<file path="src/rtl/sseg_pkg.sv">
// Shared constants, state encoding and character codes for the
// seven-segment scan controller.
package sseg_pkg;

    localparam int NUM_DIGITS = 4;
    localparam logic [7:0] SSEG_OFF = 8'hFF;
    localparam logic [3:0] ANODE_OFF = 4'b1111;

    typedef enum logic [1:0] {
        FETCH,
        WAIT,
        SHOW
    } state_e;

    localparam logic [4:0] CH_G = 5'd16;
    localparam logic [4:0] CH_O = 5'd22;
    localparam logic [4:0] CH_U = 5'd27;
    localparam logic [4:0] CH_Z = 5'd29;
    localparam logic [4:0] CH_BLANK = 5'd31;

    // Digit 0 is the leftmost position and lives on anode[3].
    function automatic logic [3:0] digit_anode(input logic [1:0] d);
        return ~(4'b1000 >> d);
    endfunction

endpackage

</file>
<file path="src/rtl/scan_tick_gen.sv">
// Digit-slot timer: pulses slot_end on the last cycle of every
// DIGIT_CYCLES-long slot.
module scan_tick_gen #(
    parameter int DIGIT_CYCLES = 100000
) (
    input  logic clk,
    input  logic rst,
    output logic slot_end
);

    localparam int CW = (DIGIT_CYCLES > 1) ? $clog2(DIGIT_CYCLES) : 1;
    localparam logic [CW-1:0] LAST = CW'(DIGIT_CYCLES - 1);

    logic [CW-1:0] cnt_q;
    logic [CW-1:0] cnt_d;

    assign slot_end = (cnt_q == LAST);

    always_comb begin
        cnt_d = cnt_q + 1'b1;
        if (slot_end) begin
            cnt_d = '0;
        end
    end

    always_ff @(posedge clk) begin
        if (rst) begin
            cnt_q <= '0;
        end else begin
            cnt_q <= cnt_d;
        end
    end

endmodule

</file>
<file path="src/rtl/sseg_scan_controller.sv">
// Four-digit multiplexed display scanner: one ROM fetch per digit slot,
// message buffer with optional scrolling for messages longer than four.
module sseg_scan_controller
    import sseg_pkg::*;
#(
    parameter int DIGIT_CYCLES = 100000,
    parameter int SCROLL_FRAMES = 250,
    parameter int MSG_DEPTH = 16,
    parameter logic [4:0] BLANK_ADDR = 5'd31
) (
    input  logic                         clk,
    input  logic                         rst,
    input  logic                         msg_we,
    input  logic [$clog2(MSG_DEPTH)-1:0] msg_waddr,
    input  logic [4:0]                   msg_wdata,
    input  logic [$clog2(MSG_DEPTH):0]   msg_len,
    input  logic                         scroll_en,
    output logic [4:0]                   rom_addr,
    input  logic [7:0]                   rom_dout,
    output logic [7:0]                   sseg,
    output logic [3:0]                   anode,
    output logic                         frame_done
);

    localparam int AW = $clog2(MSG_DEPTH);
    localparam int LW = AW + 1;
    localparam int FW = (SCROLL_FRAMES > 1) ? $clog2(SCROLL_FRAMES) : 1;

    state_e          state_q, state_d;
    logic [1:0]      digit_q, digit_d;
    logic [LW-1:0]   len_q, len_d;
    logic [LW-1:0]   off_q, off_d;
    logic [FW-1:0]   fcnt_q, fcnt_d;
    logic [4:0]      rom_addr_q, rom_addr_d;
    logic [7:0]      sseg_q, sseg_d;
    logic [3:0]      anode_q, anode_d;
    logic [4:0]      buf_q [MSG_DEPTH];

    logic            slot_end;
    logic [LW-1:0]   off_inc;
    logic [LW-1:0]   nxt_off;
    logic [FW-1:0]   nxt_cnt;
    logic            frame_edge;
    logic [1:0]      sel_digit;
    logic [LW-1:0]   sel_len;
    logic [LW-1:0]   sel_off;
    logic [LW-1:0]   sum;
    logic [4:0]      code;

    scan_tick_gen #(
        .DIGIT_CYCLES(DIGIT_CYCLES)
    ) u_tick (
        .clk     (clk),
        .rst     (rst),
        .slot_end(slot_end)
    );

    // Scroll step and offset sanitising applied at each frame boundary.
    always_comb begin
        nxt_cnt = fcnt_q;
        nxt_off = off_q;
        off_inc = off_q + 1'b1;
        if (scroll_en && (len_q > LW'(NUM_DIGITS))) begin
            if (fcnt_q == FW'(SCROLL_FRAMES - 1)) begin
                nxt_cnt = '0;
                nxt_off = (off_inc >= len_q) ? '0 : off_inc;
            end else begin
                nxt_cnt = fcnt_q + 1'b1;
            end
        end
        if (!scroll_en || (msg_len <= LW'(NUM_DIGITS))) begin
            nxt_off = '0;
            nxt_cnt = '0;
        end
        if (msg_len <= nxt_off) begin
            nxt_off = '0;
        end
    end

    // Code for the upcoming slot; frame-start values apply for digit 0.
    always_comb begin
        frame_edge = (digit_q == 2'd3);
        sel_digit  = digit_q + 2'd1;
        sel_len    = frame_edge ? msg_len : len_q;
        sel_off    = frame_edge ? nxt_off : off_q;
        sum        = sel_off + LW'(sel_digit);
        if (sum >= sel_len) begin
            sum = sum - sel_len;
        end
        code = buf_q[AW'(sum)];
        if ((sel_len == '0) || (LW'(sel_digit) >= sel_len)) begin
            code = BLANK_ADDR;
        end
    end

    always_comb begin
        state_d    = state_q;
        digit_d    = digit_q;
        len_d      = len_q;
        off_d      = off_q;
        fcnt_d     = fcnt_q;
        rom_addr_d = rom_addr_q;
        sseg_d     = sseg_q;
        anode_d    = anode_q;
        frame_done = 1'b0;
        unique case (state_q)
            FETCH: begin
                state_d = WAIT;
                anode_d = ANODE_OFF;
            end
            WAIT: begin
                state_d = SHOW;
                sseg_d  = rom_dout;
                anode_d = digit_anode(digit_q);
            end
            SHOW: begin
                if (slot_end) begin
                    state_d    = FETCH;
                    digit_d    = sel_digit;
                    anode_d    = ANODE_OFF;
                    rom_addr_d = code;
                    if (frame_edge) begin
                        frame_done = 1'b1;
                        len_d      = msg_len;
                        off_d      = nxt_off;
                        fcnt_d     = nxt_cnt;
                    end
                end
            end
            default: begin
                state_d = FETCH;
            end
        endcase
    end

    always_ff @(posedge clk) begin
        if (rst) begin
            state_q    <= FETCH;
            digit_q    <= '0;
            len_q      <= '0;
            off_q      <= '0;
            fcnt_q     <= '0;
            rom_addr_q <= BLANK_ADDR;
            sseg_q     <= SSEG_OFF;
            anode_q    <= ANODE_OFF;
        end else begin
            state_q    <= state_d;
            digit_q    <= digit_d;
            len_q      <= len_d;
            off_q      <= off_d;
            fcnt_q     <= fcnt_d;
            rom_addr_q <= rom_addr_d;
            sseg_q     <= sseg_d;
            anode_q    <= anode_d;
        end
    end

    always_ff @(posedge clk) begin
        if (rst) begin
            for (int i = 0; i < MSG_DEPTH; i++) begin
                buf_q[i] <= BLANK_ADDR;
            end
        end else if (msg_we) begin
            buf_q[msg_waddr] <= msg_wdata;
        end
    end

    assign rom_addr = rom_addr_q;
    assign sseg     = sseg_q;
    assign anode    = anode_q;

endmodule

</file>
<file path="config.mk">
export PLATFORM = sky130hd
export DESIGN_NAME = sseg_scan_controller
export DESIGN_NICKNAME = d
export VERILOG_FILES = /design/src/rtl/sseg_pkg.sv /design/src/rtl/scan_tick_gen.sv /design/src/rtl/sseg_scan_controller.sv
export SDC_FILE = /design/constraint.sdc
export NUM_CORES = 1
export LEC_CHECK = 0
export BUFFER_PORTS_ARGS = -buffer_cell sky130_fd_sc_hd__buf_2
export CAP_MARGIN = 5
export CORE_MARGIN = 8
export CORE_UTILIZATION = 60
export DETAILED_ROUTE_END_ITERATION = 10
export GPL_ROUTABILITY_DRIVEN = 1
export PLACE_DENSITY = 0.81
export SYNTH_ARGS = -nofsm -noshare
export SYNTH_HDL_FRONTEND = slang
export SYNTH_SLANG_ARGS = --single-unit
</file>
<file path="constraint.sdc">
create_clock -name clk -period 7.2 [get_ports clk]
set_clock_uncertainty 0.1 [all_clocks]
set_input_delay 1.08 -clock clk [delete_from_list [all_inputs] [get_ports clk]]
set_output_delay 1.08 -clock clk [all_outputs]
set_load 0.01 [all_outputs]
</file>
After elaboration in Yosys (flattened, before gate mapping)
Memories as Yosys holds them, arrays and structs flattened.
Index checks and enable logic that the tools add are counted.
{"block": "word_totals", "inputBits": 26, "reg_bits": 56, "mem_bits_ro": 0, "word_cells": 70, "output_inout_bits": 18, "latchBits": 0, "mem_count": 1, "ram_bits": 80}
{"block": "classes", "reduce_logical": 13, "mul": 0, "n_div": 0, "addsub": 6, "n_mux": 27, "bitwise": 1, "eq_ne": 6, "n_shift": 1, "n_lt_le_gt_ge": 6}
{"memory": "buf_q", "depth": 16, "width": 5, "rd": 1, "rd_ports_with_merged_regs": 0, "wr": 16, "line_no": "sseg_scan_controller.sv:37", "text": "logic [4:0] buf_q [MSG_DEPTH];"}
{"cell": "5-bit 2-to-1 mux", "n": 9}
{"cell": "8-bit 2-to-1 mux", "n": 3}
{"cell": "17-bit by 1-bit adder with 17-bit output (second input constant)", "n": 1}
{"cell": "17-bit == test (second input constant)", "n": 1}
{"cell": "4-bit 2-to-1 mux", "n": 3}
{"cell": "4-bit one-hot mux with 3 select lines", "n": 1}
{"cell": "5-bit greater-or-equal comparator", "n": 2}
{"cell": "1-bit 2-to-1 mux", "n": 9}
{"cell": "8-bit by 1-bit adder with 8-bit output (second input constant)", "n": 1}
{"cell": "8-bit == test (second input constant)", "n": 1}
{"cell": "2-bit one-hot mux with 3 select lines", "n": 1}
{"cell": "5-bit by 1-bit adder with 5-bit output (second input constant)", "n": 1}
{"cell": "5-bit by 2-bit adder with 5-bit output", "n": 1}
{"cell": "2-bit by 5-bit greater-or-equal comparator with 1-bit output", "n": 1}
{"cell": "5-bit by 3-bit greater-than comparator with 1-bit output (second input constant)", "n": 1}
{"cell": "5-bit by 3-bit <= comparator with 1-bit output (second input constant)", "n": 1}
{"cell": "5-bit <= comparator", "n": 1}
{"cell": "5-bit zero test", "n": 1}
{"cell": "5-bit OR reduction", "n": 1}
{"cell": "2-bit == test (second input constant)", "n": 2}
{"cell": "4-bit inverter", "n": 1}
{"cell": "2-bit AND reduction", "n": 2}
{"cell": "4-bit AND reduction", "n": 1}
{"cell": "4-bit by 2-bit >> shifter with 4-bit output (first input constant)", "n": 1}
{"cell": "12 further kinds", "n": 13}

Longest topological paths before layout
An unclocked memory read counts as a cell.
{"block": "logic_depth", "word_depth": 14, "ltp_mapped": 31, "ltp_nobuf": 28}

By module
From an unflattened synthesis, not the netlist that was laid out.
{"block": "unflattened", "cells_unflattened": 701, "hier_area_um2": 7364.6}
{"module": "sseg_scan_controller", "cells_each": 613, "seq_area_each_um2": 3183.1, "area_each_um2": 6567.5, "n_inst": 1}
{"module": "scan_tick_gen", "cells_each": 88, "seq_area_each_um2": 340.3, "area_each_um2": 797.0, "n_inst": 1}

Worst setup path before layout
OpenSTA, ideal clock, no wires.
{"block": "synth_timing", "kind": "register -> register", "from": "register off_q[0]", "to": "register rom_addr_q[4], in the netlist rom_addr[4]", "required_time_ns": 6.971, "path_buffers": 2, "setup_slack_ns": 0.724, "synth_period_minus_slack_ns": 6.476, "path_stages_with_launch": 29, "setup_time_ns": 0.129, "t_arrival_ns": 6.247, "cell_sequence": "dfxtp_1 ha_1 xor2_1 ha_1 a21o_1 a31oi_1 o21ai_1 nor3b_1 o21ai_0 ha_1 a21oi_1 nor2b_1 o31ai_2 o2bb2ai_1 ha_1 a21oi_1 or3_1 and2_1 ha_1 or2_1 a21oi_1 or2_1 buf_6 mux2i_4 buf_6 mux4_2 and2_1 a221oi_1 a211oi_1"}
{"block": "synth_between", "elab_chain_len": 14, "word_cells_on_any_way": 15, "cone_classes": "add/sub (3); order compare (3); mux (8); memory (1)"}
{"item": "start: declaration", "line_no": "sseg_scan_controller.sv:32", "text": "logic [LW-1:0] off_q, off_d;"}
{"item": "start signal: assignment", "line_no": "sseg_scan_controller.sv:141", "text": "off_q <= '0;"}
{"item": "start signal: assignment", "line_no": "sseg_scan_controller.sv:150", "text": "off_q <= off_d;"}
{"item": "5-bit by 1-bit adder with 5-bit output", "line_no": "sseg_scan_controller.sv:62", "text": "off_inc = off_q + 1'b1;"}
{"item": "5-bit greater-or-equal comparator", "line_no": "sseg_scan_controller.sv:66", "text": "nxt_off = (off_inc >= len_q) ? '0 : off_inc;"}
{"item": "5-bit 2-to-1 mux", "line_no": "sseg_scan_controller.sv:66"}
{"item": "5-bit 2-to-1 mux", "line_no": "sseg_scan_controller.sv:64", "text": "if (fcnt_q == FW'(SCROLL_FRAMES - 1)) begin"}
{"item": "5-bit 2-to-1 mux *", "line_no": "sseg_scan_controller.sv:63", "text": "if (scroll_en && (len_q > LW'(NUM_DIGITS))) begin"}
{"item": "5-bit 2-to-1 mux *", "line_no": "sseg_scan_controller.sv:71", "text": "if (!scroll_en || (msg_len <= LW'(NUM_DIGITS))) begin"}
{"item": "5-bit <= comparator", "line_no": "sseg_scan_controller.sv:75", "text": "if (msg_len <= nxt_off) begin"}
{"item": "5-bit 2-to-1 mux *", "line_no": "sseg_scan_controller.sv:75"}
{"item": "5-bit 2-to-1 mux *"}
{"item": "named net sel_off[1]", "line_no": "sseg_scan_controller.sv:46", "text": "logic [LW-1:0] sel_off;"}
{"item": "5-bit by 2-bit adder with 5-bit output *", "line_no": "sseg_scan_controller.sv:86", "text": "sum = sel_off + LW'(sel_digit);"}
{"item": "4-bit subtractor / 5-bit greater-or-equal comparator (equally long branches)", "line_no": "sseg_scan_controller.sv:88, sseg_scan_controller.sv:87"}
{"item": "4-bit 2-to-1 mux *", "line_no": "sseg_scan_controller.sv:87", "text": "if (sum >= sel_len) begin"}
{"item": "memory read 16 x 5 bit *"}
{"item": "5-bit 2-to-1 mux *", "line_no": "sseg_scan_controller.sv:91", "text": "if ((sel_len == '0) || (LW'(sel_digit) >= sel_len)) begin"}
{"item": "end signal: assignment", "line_no": "sseg_scan_controller.sv:152", "text": "rom_addr_q <= rom_addr_d;"}
{"item": "end: declaration", "line_no": "sseg_scan_controller.sv:34", "text": "logic [4:0] rom_addr_q, rom_addr_d;"}
Mark *: on every way through the listed nets, which the timed path passes. The rest lies on a longest branch.
A chain may end at the register's enable or synchronous reset.

Worst setup path after layout
{"block": "layout_timing", "from": "register off_q[0]", "to": "register rom_addr_q[0], in the netlist rom_addr[0]"}
Same word-level chain as after synthesis.

==> flow_metrics.tcl <==
set metrics [dict create \
    ys_ff_latch 136 \
    wl_met3_um 886 \
    crit_type "reg -> reg" \
    gr-total-overflow 0 \
    p_comb_share_pct 5.5 \
    yosysWarnings 0 \
    drive_gt1_share_pct 25.1 \
    routed.top_layer "met4" \
    cts_tree "done" \
    yosysSeqAreaShare_pct 48.7 \
    nFillCells 858 \
    internal_power_uw 1400 \
    multi_input_area_mm2 0.00353 \
    wirelength_mm 16.5 \
    p_sw_uw 386 \
    hold_viol_final 0 \
    async_reset_ff_share_pct 0 \
    die_area_mm2 0.0158 \
    required_ns 7.39 \
    grt_start_max_net_pins 54 \
    clock_sinks 136 \
    rows 40 \
    io_buffers 43 \
    p_clk_share_pct 45.8 \
    wl_per_cell_um 19.2 \
    finalSetupTns_ns 0 \
    synth_edf_count 80 \
    grt_pass1_vias 5308 \
    viasPerCell 6.08 \
    grt_pass1_wl_mm 27.0 \
    hp-class "reg -> reg" \
    fin_ws_ns 0.388 \
    ir_worst_vdd_uv 146 \
    ant_nets 0 \
    die_x_um 126 \
    ys_types 69 \
    seq_area_mm2 0.00353 \
    firstDrtPassIters 5 \
    drc 0 \
    relSlewSlack_pct 43.4 \
    cts_hold_buf 0 \
    max-clock-path-buffers 2 \
    area_growth_pct 13.1 \
    vias 5233 \
    start_util_pct 60.7 \
    period_share_pct 94.6 \
    drv_cap 0 \
    wl_met1_mm 6.68 \
    period_minus_slack_ns 6.81 \
    leakage_uw 0.00286 \
    mostFrequentLayoutCells "edfxtp_1, or2_2, dfxtp_1" \
    netlist_area_mm2 0.00723 \
    status "completed" \
    clkSlewWorstSetupHoldPaths_ns 0.06 \
    seqPwrFrac_pct 48.8 \
    fp.dieH_um 126 \
    coreArea_mm2 0.0119 \
    p_sw_share_pct 21.6 \
    wl_met2_mm 8.53 \
    drt-initial-drc-count 448 \
    gp_routability_congestion 0.908 \
    cts_root_buf "clkbuf_16" \
    powerDensity_mw_per_mm2 219 \
    layout_commonest_cell "edfxtp_1" \
    dp_slack_ns 0.102 \
    final_nets 755 \
    slew_violations 0 \
    syn_area_per_cell_um2 11.0 \
    mappedNetlistNets 712 \
    worstSetupEndpointType "flip-flop" \
    fmax_mhz 147 \
    rsz0062_at_grt "false" \
    worst_skew_pair.late_latency_ns 0.42 \
    numCtsBuffers 17 \
    h-tree-depth 4 \
    finalSetupViolations 0 \
    antennaDiodeCount 0 \
    cp_max_fo 11 \
    hpwl_mm 11.5 \
    grt_usage_pct 21.5 \
    reg2regPathDepth 27 \
    synthCells 657 \
    antenna_found_initial 0 \
    ios 44 \
    worst_slew_pin_slew_ns 0.842 \
    hold_depth 1 \
    crit_arrival_ns 7.00 \
    startpoint_type "flip-flop" \
    synthFlopType "edfxtp_1" \
]
area by class of cell:
type,instances,share of cell area [%]
multi-input combinational,473,43.2
clock buffer,22,5.43
timing repair buffer,50,3.64
tap,147,2.25
inverter,22,1.01
clock inverter,10,1.30
sequential,136,43.1
worst paths after layout:
| path | to | slack (ns) | start |
|---|---|---|---|
| setup / recovery | rom_addr[0]$_SDFFE_PP1P_ | 0.39 | off_q[0]$_SDFFE_PP0P_ |
| hold / removal | u_tick.cnt_q[0]$_SDFF_PP0_ | 0.37 | u_tick.cnt_q[0]$_SDFF_PP0_ |
| setup reg to reg | rom_addr[0]$_SDFFE_PP1P_ | 0.39 | off_q[0]$_SDFFE_PP0P_ |
| hold reg to reg | u_tick.cnt_q[0]$_SDFF_PP0_ | 0.37 | u_tick.cnt_q[0]$_SDFF_PP0_ |
critical path: stages (launching register included):
cell,delay (ns)
dfxtp_2,0.39
ha_2,0.23
xor2_1,0.17
ha_1,0.26
a21o_1,0.18
a31oi_1,0.23
o21ai_2,0.18
nor3b_2,0.21
o21ai_0,0.14
ha_1,0.34
a21oi_1,0.16
nor2b_1,0.11
o31ai_4,0.41
o2bb2ai_2,0.15
ha_1,0.31
a21oi_2,0.08
or3_1,0.34
and2_1,0.18
ha_1,0.30
or2_1,0.21
a21oi_1,0.21
or2_4,0.21
mux2i_4,0.31
buf_12,0.20
mux4_2,0.50
and2_1,0.17
a221oi_1,0.29
a211oi_1,0.09
power by group through the flow:
stage                     clock, µW  sequential, µW  combinational, µW
after floorplan                   0             885               60.7
final                           819             873               98.2
after global routing            862             875                107
after CTS                       827             873               97.3
after global placement            0             886               92.4
after detailed placement          0             889               96.6
stage by stage:
stage | cells | cell area, µm² | power, µW | hold WS (ns) | utilization [%]
6_report | 860 | 8180 | 1790 | 0.365 | 68.6
5_1_grt | 860 | 8180 | 1840 | 0.383 | 68.6
4_1_cts | 858 | 8100 | 1800 | 0.369 | 68.0
3_5_place_dp | 826 | 7540 | 986 | 0.355 | 63.3
3_3_place_gp | 826 | 7540 | 979 | 0.340 | 63.3
2_1_floorplan | 657 | 7230 | 945 | 0.330 | -
synthesized netlist by cell type (3+ instances only):
master | n | area (µm²)
xor2_1 | 15 | 131
a211oi_1 | 9 | 67.6
buf_2 | 3 | 15.0
dfxtp_1 | 56 | 1120
nand4_1 | 9 | 56.3
a211o_1 | 9 | 78.8
o21ai_0 | 17 | 85.1
edfxtp_1 | 80 | 2400
or2_2 | 56 | 350
mux4_2 | 19 | 428
or3_1 | 13 | 81.3
o211ai_1 | 4 | 30.0
xnor2_1 | 9 | 78.8
and2_1 | 9 | 56.3
inv_1 | 22 | 82.6
buf_6 | 3 | 33.8
a21oi_1 | 21 | 105
ha_1 | 27 | 338
mux2i_1 | 11 | 110
nor3_1 | 12 | 60.1
nor2b_1 | 17 | 106
nand3_1 | 14 | 70.1
and3_1 | 4 | 25.0
mux2_2 | 3 | 33.8
or2_1 | 4 | 25.0
clkbuf_1 | 18 | 67.6
nor3b_1 | 4 | 30.0
nand2b_1 | 45 | 282
o21ai_1 | 3 | 15.0
a221oi_1 | 3 | 26.3
nor2_1 | 45 | 169
nand2_1 | 47 | 176
layer usage:
metal  vias to the layer above  GRT usage, %
met5                         -             0
met1                      2551          25.2
li1                       2461             -
met2                       178          37.1
met4                         0          8.92
met3                        43          5.11
cell families after synthesis:
logic type      Yosys count  share of synthesized area, %
compound gates           93                          9.21
flops                   136                          48.7
xor+xnor                 24                          2.91
buf+inv                  48                          3.08
fa+ha+maj                29                          5.23
simple gates            293                          22.6
mux                      34                          8.22
flip-flops by register name (all words and copies together) (netlist names):
register and cells:
off_q 5, digit_q 2, fcnt_q 8, rom_addr 5, len_q 5, u_tick.cnt_q 17, sseg 8, state_q 2
anode 4, buf_q 80
what timing repair did:
item,4_1_cts,5_1_grt
endpoints found under the setup margin,1,5
cloned,0,1
buffers inserted,0,0
resized for setup,1,12
No activity file was read; power rests on OpenSTA's default activity.
